===== src/rtl/wb_register_file.sv =====
// MIPS32 write-back stage: load formatting, source select and a 32x32 register file.
// Define WB_BYPASS_EN to make read ports return the in-flight write-back value.
module wb_register_file (
  input  logic        clk,
  input  logic        reset,
  input  logic        RegWrite_in,
  input  logic [1:0]  MemtoReg_in,
  input  logic [1:0]  MemWidth_in,
  input  logic        SignExtend_Dmemory_in,
  input  logic [31:0] read_data_in,
  input  logic [31:0] alu_result_in,
  input  logic [31:0] pc_plus_4_in,
  input  logic [4:0]  write_register_address_in,
  input  logic [4:0]  rs_address,
  input  logic [4:0]  rt_address,
  output logic [31:0] rs_data,
  output logic [31:0] rt_data,
  output logic [31:0] wb_data,
  output logic        wb_write_enable,
  output logic [4:0]  wb_write_address,
  output logic [31:0] write_count
);

  logic [31:0] r_regs [0:31];
  logic [31:0] r_write_count;

  logic [7:0]  w_byte;
  logic [15:0] w_half;
  logic [31:0] w_load;
  logic [31:0] w_rs_data;
  logic [31:0] w_rt_data;

  always_comb begin
    case (alu_result_in[1:0])
      2'd0:    w_byte = read_data_in[7:0];
      2'd1:    w_byte = read_data_in[15:8];
      2'd2:    w_byte = read_data_in[23:16];
      default: w_byte = read_data_in[31:24];
    endcase
    w_half = alu_result_in[1] ? read_data_in[31:16] : read_data_in[15:0];
  end

  // Halfword lane uses bit 1 only; misaligned halfwords are not trapped here.
  always_comb begin
    case (MemWidth_in)
      2'b01:   w_load = {{16{SignExtend_Dmemory_in & w_half[15]}}, w_half};
      2'b10:   w_load = {{24{SignExtend_Dmemory_in & w_byte[7]}}, w_byte};
      default: w_load = read_data_in;
    endcase
  end

  always_comb begin
    case (MemtoReg_in)
      2'b01:   wb_data = w_load;
      2'b10:   wb_data = pc_plus_4_in;
      default: wb_data = alu_result_in;
    endcase
  end

  assign wb_write_enable  = RegWrite_in && (write_register_address_in != 5'd0);
  assign wb_write_address = write_register_address_in;

  always_ff @(posedge clk) begin
    if (reset) begin
      for (int i = 0; i < 32; i++) r_regs[i] <= 32'd0;
      r_write_count <= 32'd0;
    end else if (wb_write_enable) begin
      r_regs[write_register_address_in] <= wb_data;
      r_write_count <= r_write_count + 32'd1;
    end
  end

  // Address 0 reads as zero regardless of what the array holds.
  always_comb begin
    w_rs_data = r_regs[rs_address];
    w_rt_data = r_regs[rt_address];
`ifdef WB_BYPASS_EN
    if (wb_write_enable && (rs_address == wb_write_address)) w_rs_data = wb_data;
    if (wb_write_enable && (rt_address == wb_write_address)) w_rt_data = wb_data;
`endif
    if (rs_address == 5'd0) w_rs_data = 32'd0;
    if (rt_address == 5'd0) w_rt_data = 32'd0;
  end

  assign rs_data     = w_rs_data;
  assign rt_data     = w_rt_data;
  assign write_count = r_write_count;

endmodule


===== config.mk =====
export PLATFORM = sky130hd
export DESIGN_NAME = wb_register_file
export DESIGN_NICKNAME = d
export VERILOG_FILES = /design/src/rtl/wb_register_file.sv
export SDC_FILE = /design/constraint.sdc
export NUM_CORES = 2
export LEC_CHECK = 0
export ABC_AREA = 1
export BUFFER_PORTS_ARGS = -buffer_cell sky130_fd_sc_hd__buf_2
export CORE_MARGIN = 8
export CORE_UTILIZATION = 32
export CTS_BUF_LIST = sky130_fd_sc_hd__clkbuf_16
export CTS_CLUSTER_DIAMETER = 50
export DETAILED_ROUTE_END_ITERATION = 16
export PLACE_DENSITY = 0.5
export REMOVE_ABC_BUFFERS = 1
export SETUP_SLACK_MARGIN = 0.4
export SYNTH_ARGS = -nofsm -noshare
export SYNTH_HDL_FRONTEND = slang
export SYNTH_SLANG_ARGS = --single-unit

===== constraint.sdc =====
create_clock -name clk -period 2.7 [get_ports clk]
set_input_delay 0.27 -clock clk [delete_from_list [all_inputs] [get_ports clk]]
set_output_delay 0.27 -clock clk [all_outputs]
set_load 0.02 [all_outputs]

-- Word level (Yosys, flattened, before mapping)
Memory sizes are Yosys's and may differ from the RTL's.
Index checks and enable logic that the tools add are counted.
- output and inout bits: 134
- flip-flop bits (word level): 32
- RAM bits: 1024
- memories: 1
- word-level logic and storage cells: 31
- multiplexer cells: 14
- reductions and logical operators: 6
- $add $sub $neg: 1
- eq/ne operators: 6
- bitwise operators: 2
- memories (memory ; depth ; bits a word ; read ports ; clocked after memory_dff ; write ports ; line ; text):
    r_regs ; 32 ; 32 ; 2 ; 0 ; 32 ; 24 ; logic [31:0] r_regs [0:31];
- operators with widths (operator ; number):
    case mux 32 bit (2 select lines) ; 2
    two-way mux 32 bit ; 3
    adder 32 x 1 -> 32 bit (second input constant) ; 1
    OR reduction 32 bit ; 1
    case mux 8 bit (3 select lines) ; 1
    two-way mux 16 bit ; 1
    logical NOT 5 bit ; 2
    == test 2 x 1 -> 1 bit (second input constant) ; 3
    == test 2 bit (second input constant) ; 3
    two-way mux 1 bit ; 6
    two-way mux 5 bit ; 1
    nonzero test 5 bit ; 1
    AND 1 bit ; 2
    logical NOT 2 bit ; 1
    logical AND 1 bit ; 1

-- Longest topological paths before layout
- depth after elaboration: 7
- mapped depth: 14
- mapped depth without buffers: 12

-- Worst setup path after synthesis
No wires, ideal clock.
- path kind: in2reg
- start point: in write_register_address_in[2]
- end point: mem r_regs[17][0] (enable)
- slack: 0.395 ns
- stages: 9
- data required time: 2.311 ns
- data arrival time: 1.915 ns
- buffers on the path: 1
- path through: inv_1 -> nand3_1 -> nand2_2 -> nor2_2 -> nand2_1 -> inv_1 -> nand2_1 -> buf_2 -> nand2_1
- RTL lines (item ; line ; text):
    start, declared ; 13 ; input logic [4:0] write_register_address_in,
    end, declared ; 24 ;

==> run summary <==
The flow ran to the end, and the final reports show no timing, DRC or antenna violations. STA classifies the critical path startpoint as a flip-flop. The warning count from the yosys run came out at 0. After layout, the minimum clock period comes to 2600 ps. The count of TritonRoute iterations in the first routing pass is 8. The final number of max-transition violations came to 0. The proportion of synthesized flip-flops having asynchronous set or reset is 0.

Counting instances in the post-synthesis netlist gives the leading cell types as sky130_fd_sc_hd__nand2_1, sky130_fd_sc_hd__nand3_1, sky130_fd_sc_hd__nor2_1, sky130_fd_sc_hd__edfxtp_1, sky130_fd_sc_hd__buf_2. STA classifies the critical path endpoint as a primary output. TritonCTS built the clock tree. The synthesized design contains 1056 register bits. After detailed routing, the number of remaining DRC violations is 0. After detailed routing, the total wire length is 292000 um. The largest vdd supply drop is 0.573 mV. The number of vias per cell is 5.57. After detailed routing, the average wire length per cell comes to 27.2 um. The I/O pin count is 253. CTS built an H-tree with a depth of 4. The die footprint is 203000 sq um. The fraction of layout cells with a size suffix above 1 is 0.231. The vertical die dimension is 451 um.

The floorplan has 159 rows. The synthesized-area fraction occupied by xor and xnor cells is 0.00101. For the final routed database, the setup TNS stands at 0 ps.

The share of synthesized area in the top cell type comes to 0.508. Yosys attributes the largest share of cell area to sky130_fd_sc_hd__edfxtp_1, sky130_fd_sc_hd__nand2_1, sky130_fd_sc_hd__nand3_1. The class of the most critical setup path is reg -> out.

The per-instance average area after synthesis is 7.72 sq um. The number of global-route vias before repair is 56400. The overall power after layout came out at 47.8 mW. The initial utilization of the core area, before any placement, comes to 0.322. The final hold violation count was 0. Of the synthesized area, sequential elements account for 0.518. The basic-gate share of the synthesized area counting and, or, nand and nor cells came out at 0.389. The die is 451 um wide. After synthesis the cells add up to 60600 sq um. The number of antenna violations at the first check in global routing came out at 5. Data on the critical path is required at its endpoint by 2430 ps.

The path class of the tightest hold or removal check is in -> reg. The worst-margin pin slew came out at 771 ps. Dividing total power by cell area gives a power density of 622 nW/um^2. The maximum clock rate came out at 384 MHz.

The synthesized design spends more area on one cell type than any other, namely sky130_fd_sc_hd__edfxtp_1. The final RePlAce weighted congestion came out at 0.945. Relative to the synthesized area, the layout overhead comes to 26.8%. The first-iteration detailed-routing DRC count is 7977. The final-layout fill cell count is 18600. The area fraction in compound gates after synthesis came out at 0.0293. The count of nets left with antenna violations once routing finished came out at 0. The number of buffers created by CTS is 142.

The period utilization is 0.964. sky130_fd_sc_hd__nand2_1 is the most common cell in the netlist. The worst-case clock buffer depth is 3.

The area inside the core boundary is 188000 sq um. The number of violations of the max-capacitance limit came out at 0. The share of the core filled with cells in the final layout came out at 0.409. Entering global routing, the biggest net connects 79 pins. The proportion of synthesized area in mux cells came out at 0. The tree is rooted in a sky130_fd_sc_hd__clkbuf_16. The combinational family with the most area after synthesis is simple AND/OR/NAND/NOR gates. Across all hold checks on the routed design, the worst slack comes to 44.2 ps. The count of mapped cells out of synthesis came out at 7843. On the final layout, the worst clock skew is 18.2 ps. The clock transition time at the flip-flop clock pins of the worst setup and hold paths is 60 ps. The number of buffers added on ports came out at 252. The sum of net half-perimeters after detailed placement came out at 183000 um. The net total in the final layout is 8252. The data arrival time at the worst-slack endpoint came out at 2330 ps. The first global-routing pass estimated 406000 um of wire. The remaining max-slew budget at the tightest pin is 0.486. The number of setup violations in the final report came out at 0. The most used flip-flop cell after synthesis is sky130_fd_sc_hd__edfxtp_1.

The distinct cell type count after synthesis came out at 34. The leakage power total is 31.0 nW. The vias after detailed routing came out at 59800. The global router's overall resource usage is 0.270. Setup repair after global routing could not meet its margin everywhere. At the later pin of the worst-skew pair, clock insertion delay measures 810 ps. The number of clock sinks is 1056. The arithmetic-cell share of the synthesized area counting full adders, half adders and majority gates is 0.00103. In this run the worst path has a maximum fanout of 2.

Yosys mapped a number of flops with a built-in enable equal to 1024. The total congestion overflow after global routing came out at 0.
## critical path, cell delays in order, from the launching register on
cell and delay [ps]:
sky130_fd_sc_hd__edfxtp_1 410, sky130_fd_sc_hd__nand2_1 90, sky130_fd_sc_hd__nand3_1 70, sky130_fd_sc_hd__nand3_1 110, sky130_fd_sc_hd__nand2_1 70, sky130_fd_sc_hd__nand2_1 170, sky130_fd_sc_hd__nand3_2 140, sky130_fd_sc_hd__nand2_4 130
sky130_fd_sc_hd__nor2_1 60, sky130_fd_sc_hd__buf_4 160, sky130_fd_sc_hd__buf_6 130
## cell families (layout without fill, tap and decap cells)
| logic type | Yosys count | after routing |
|---|---|---|
| compound gates | 327 | 327 |
| xor+xnor | 7 | 7 |
| fa+ha+maj | 5 | 5 |
| buf+inv | 810 | 1175 |
| flops | 1056 | 1056 |
| other cells | 1 | 33 |
| simple gates | 5637 | 5637 |
## layout make-up
cell class / instances / area (sq um) / share of cell area
flip-flops and latches: 1056 / 31400 / 0.409
multi-input cells: 6008 / 28900 / 0.376
repair buffers: 782 / 8260 / 0.108
diodes: 1 / 2.50 / 0.0000326
clock inverters: 110 / 942 / 0.0123
well taps: 2495 / 3120 / 0.0406
clock buffers: 145 / 3630 / 0.0472
inverters: 137 / 589 / 0.00767
repair inverters: 1 / 11.3 / 0.000147
## final timing paths
kind / start / endpoint / slack (ps) / cells after the start
max: r_regs[28][31] / rt_data[31] / 100 / 10
min: reset / write_count[9] / 40 / 5
max reg2reg: write_count[0] / write_count[18] / 840 / 11
min reg2reg: write_count[10] / write_count[10] / 500 / 1
## report_power, final
| group | switching, mW | internal [mW] | total (mW) |
|---|---|---|---|
| Sequential | 0.480 | 18.9 | 19.3 |
| Combinational | 6.68 | 3.07 | 9.75 |
| Clock | 7.90 | 10.8 | 18.7 |
| Total | 15.1 | 32.7 | 47.8 |
## stage by stage
step | std cells | worst slack, ps | instance area, sq um
floorplan | 7201 | -8190 | 57500
global placement | 10400 | -136 | 67900
detailed placement | 10400 | -174 | 67900
CTS | 10700 | 87.8 | 74600
global route | 10700 | 43.5 | 76800
finish | 10700 | 98.2 | 76800
## flip-flops by register name, indices dropped and copies added, names as in the netlist
signal	cells
r_regs	1024
write_count	32
## routing by layer
metal,global-route usage,wire length (um),part of all wire
met5,0,20,0.000068
met2,0.429,132000,0.45
met1,0.346,113000,0.39
met4,0.154,18400,0.063
met3,0.0485,28400,0.097
## cell usage in the layout (no fill, tap or decap), types with 30 or more instances in the layout
master / Yosys / routed
sky130_fd_sc_hd__o211ai_1: 53 / 53
sky130_fd_sc_hd__nand3_2: 0 / 163
sky130_fd_sc_hd__nor2_1: 1177 / 1051
sky130_fd_sc_hd__o21ai_1: 5 / 32
sky130_fd_sc_hd__buf_2: 279 / 178
sky130_fd_sc_hd__inv_1: 120 / 137
sky130_fd_sc_hd__nor2_2: 146 / 188
sky130_fd_sc_hd__a21oi_1: 166 / 146
sky130_fd_sc_hd__buf_4: 8 / 328
sky130_fd_sc_hd__clkbuf_16: 0 / 153
sky130_fd_sc_hd__nor2_4: 0 / 84
sky130_fd_sc_hd__o21ai_0: 100 / 71
sky130_fd_sc_hd__nand2_4: 6 / 84
sky130_fd_sc_hd__nand3_1: 1440 / 1252
sky130_fd_sc_hd__edfxtp_1: 1024 / 1024
sky130_fd_sc_hd__buf_6: 16 / 83
sky130_fd_sc_hd__nand2_2: 7 / 258
sky130_fd_sc_hd__or2_2: 30 / 30
sky130_fd_sc_hd__conb_1: 1 / 32
sky130_fd_sc_hd__nand2_1: 2785 / 2455
sky130_fd_sc_hd__buf_12: 0 / 168
sky130_fd_sc_hd__dfxtp_1: 32 / 32
## what timing repair did
| action | CTS | global route |
|---|---|---|
| gates cloned | 4 | 9 |
| pin swaps | 214 | 304 |
| buffers inserted | 6 | 40 |
| hold buffers | 1 | 0 |
| endpoints found under the setup margin | 90 | 93 |
| hold endpoints to repair | 1 | 0 |
| gates resized for setup | 580 | 454 |
(Power assumes the default switching activity.)
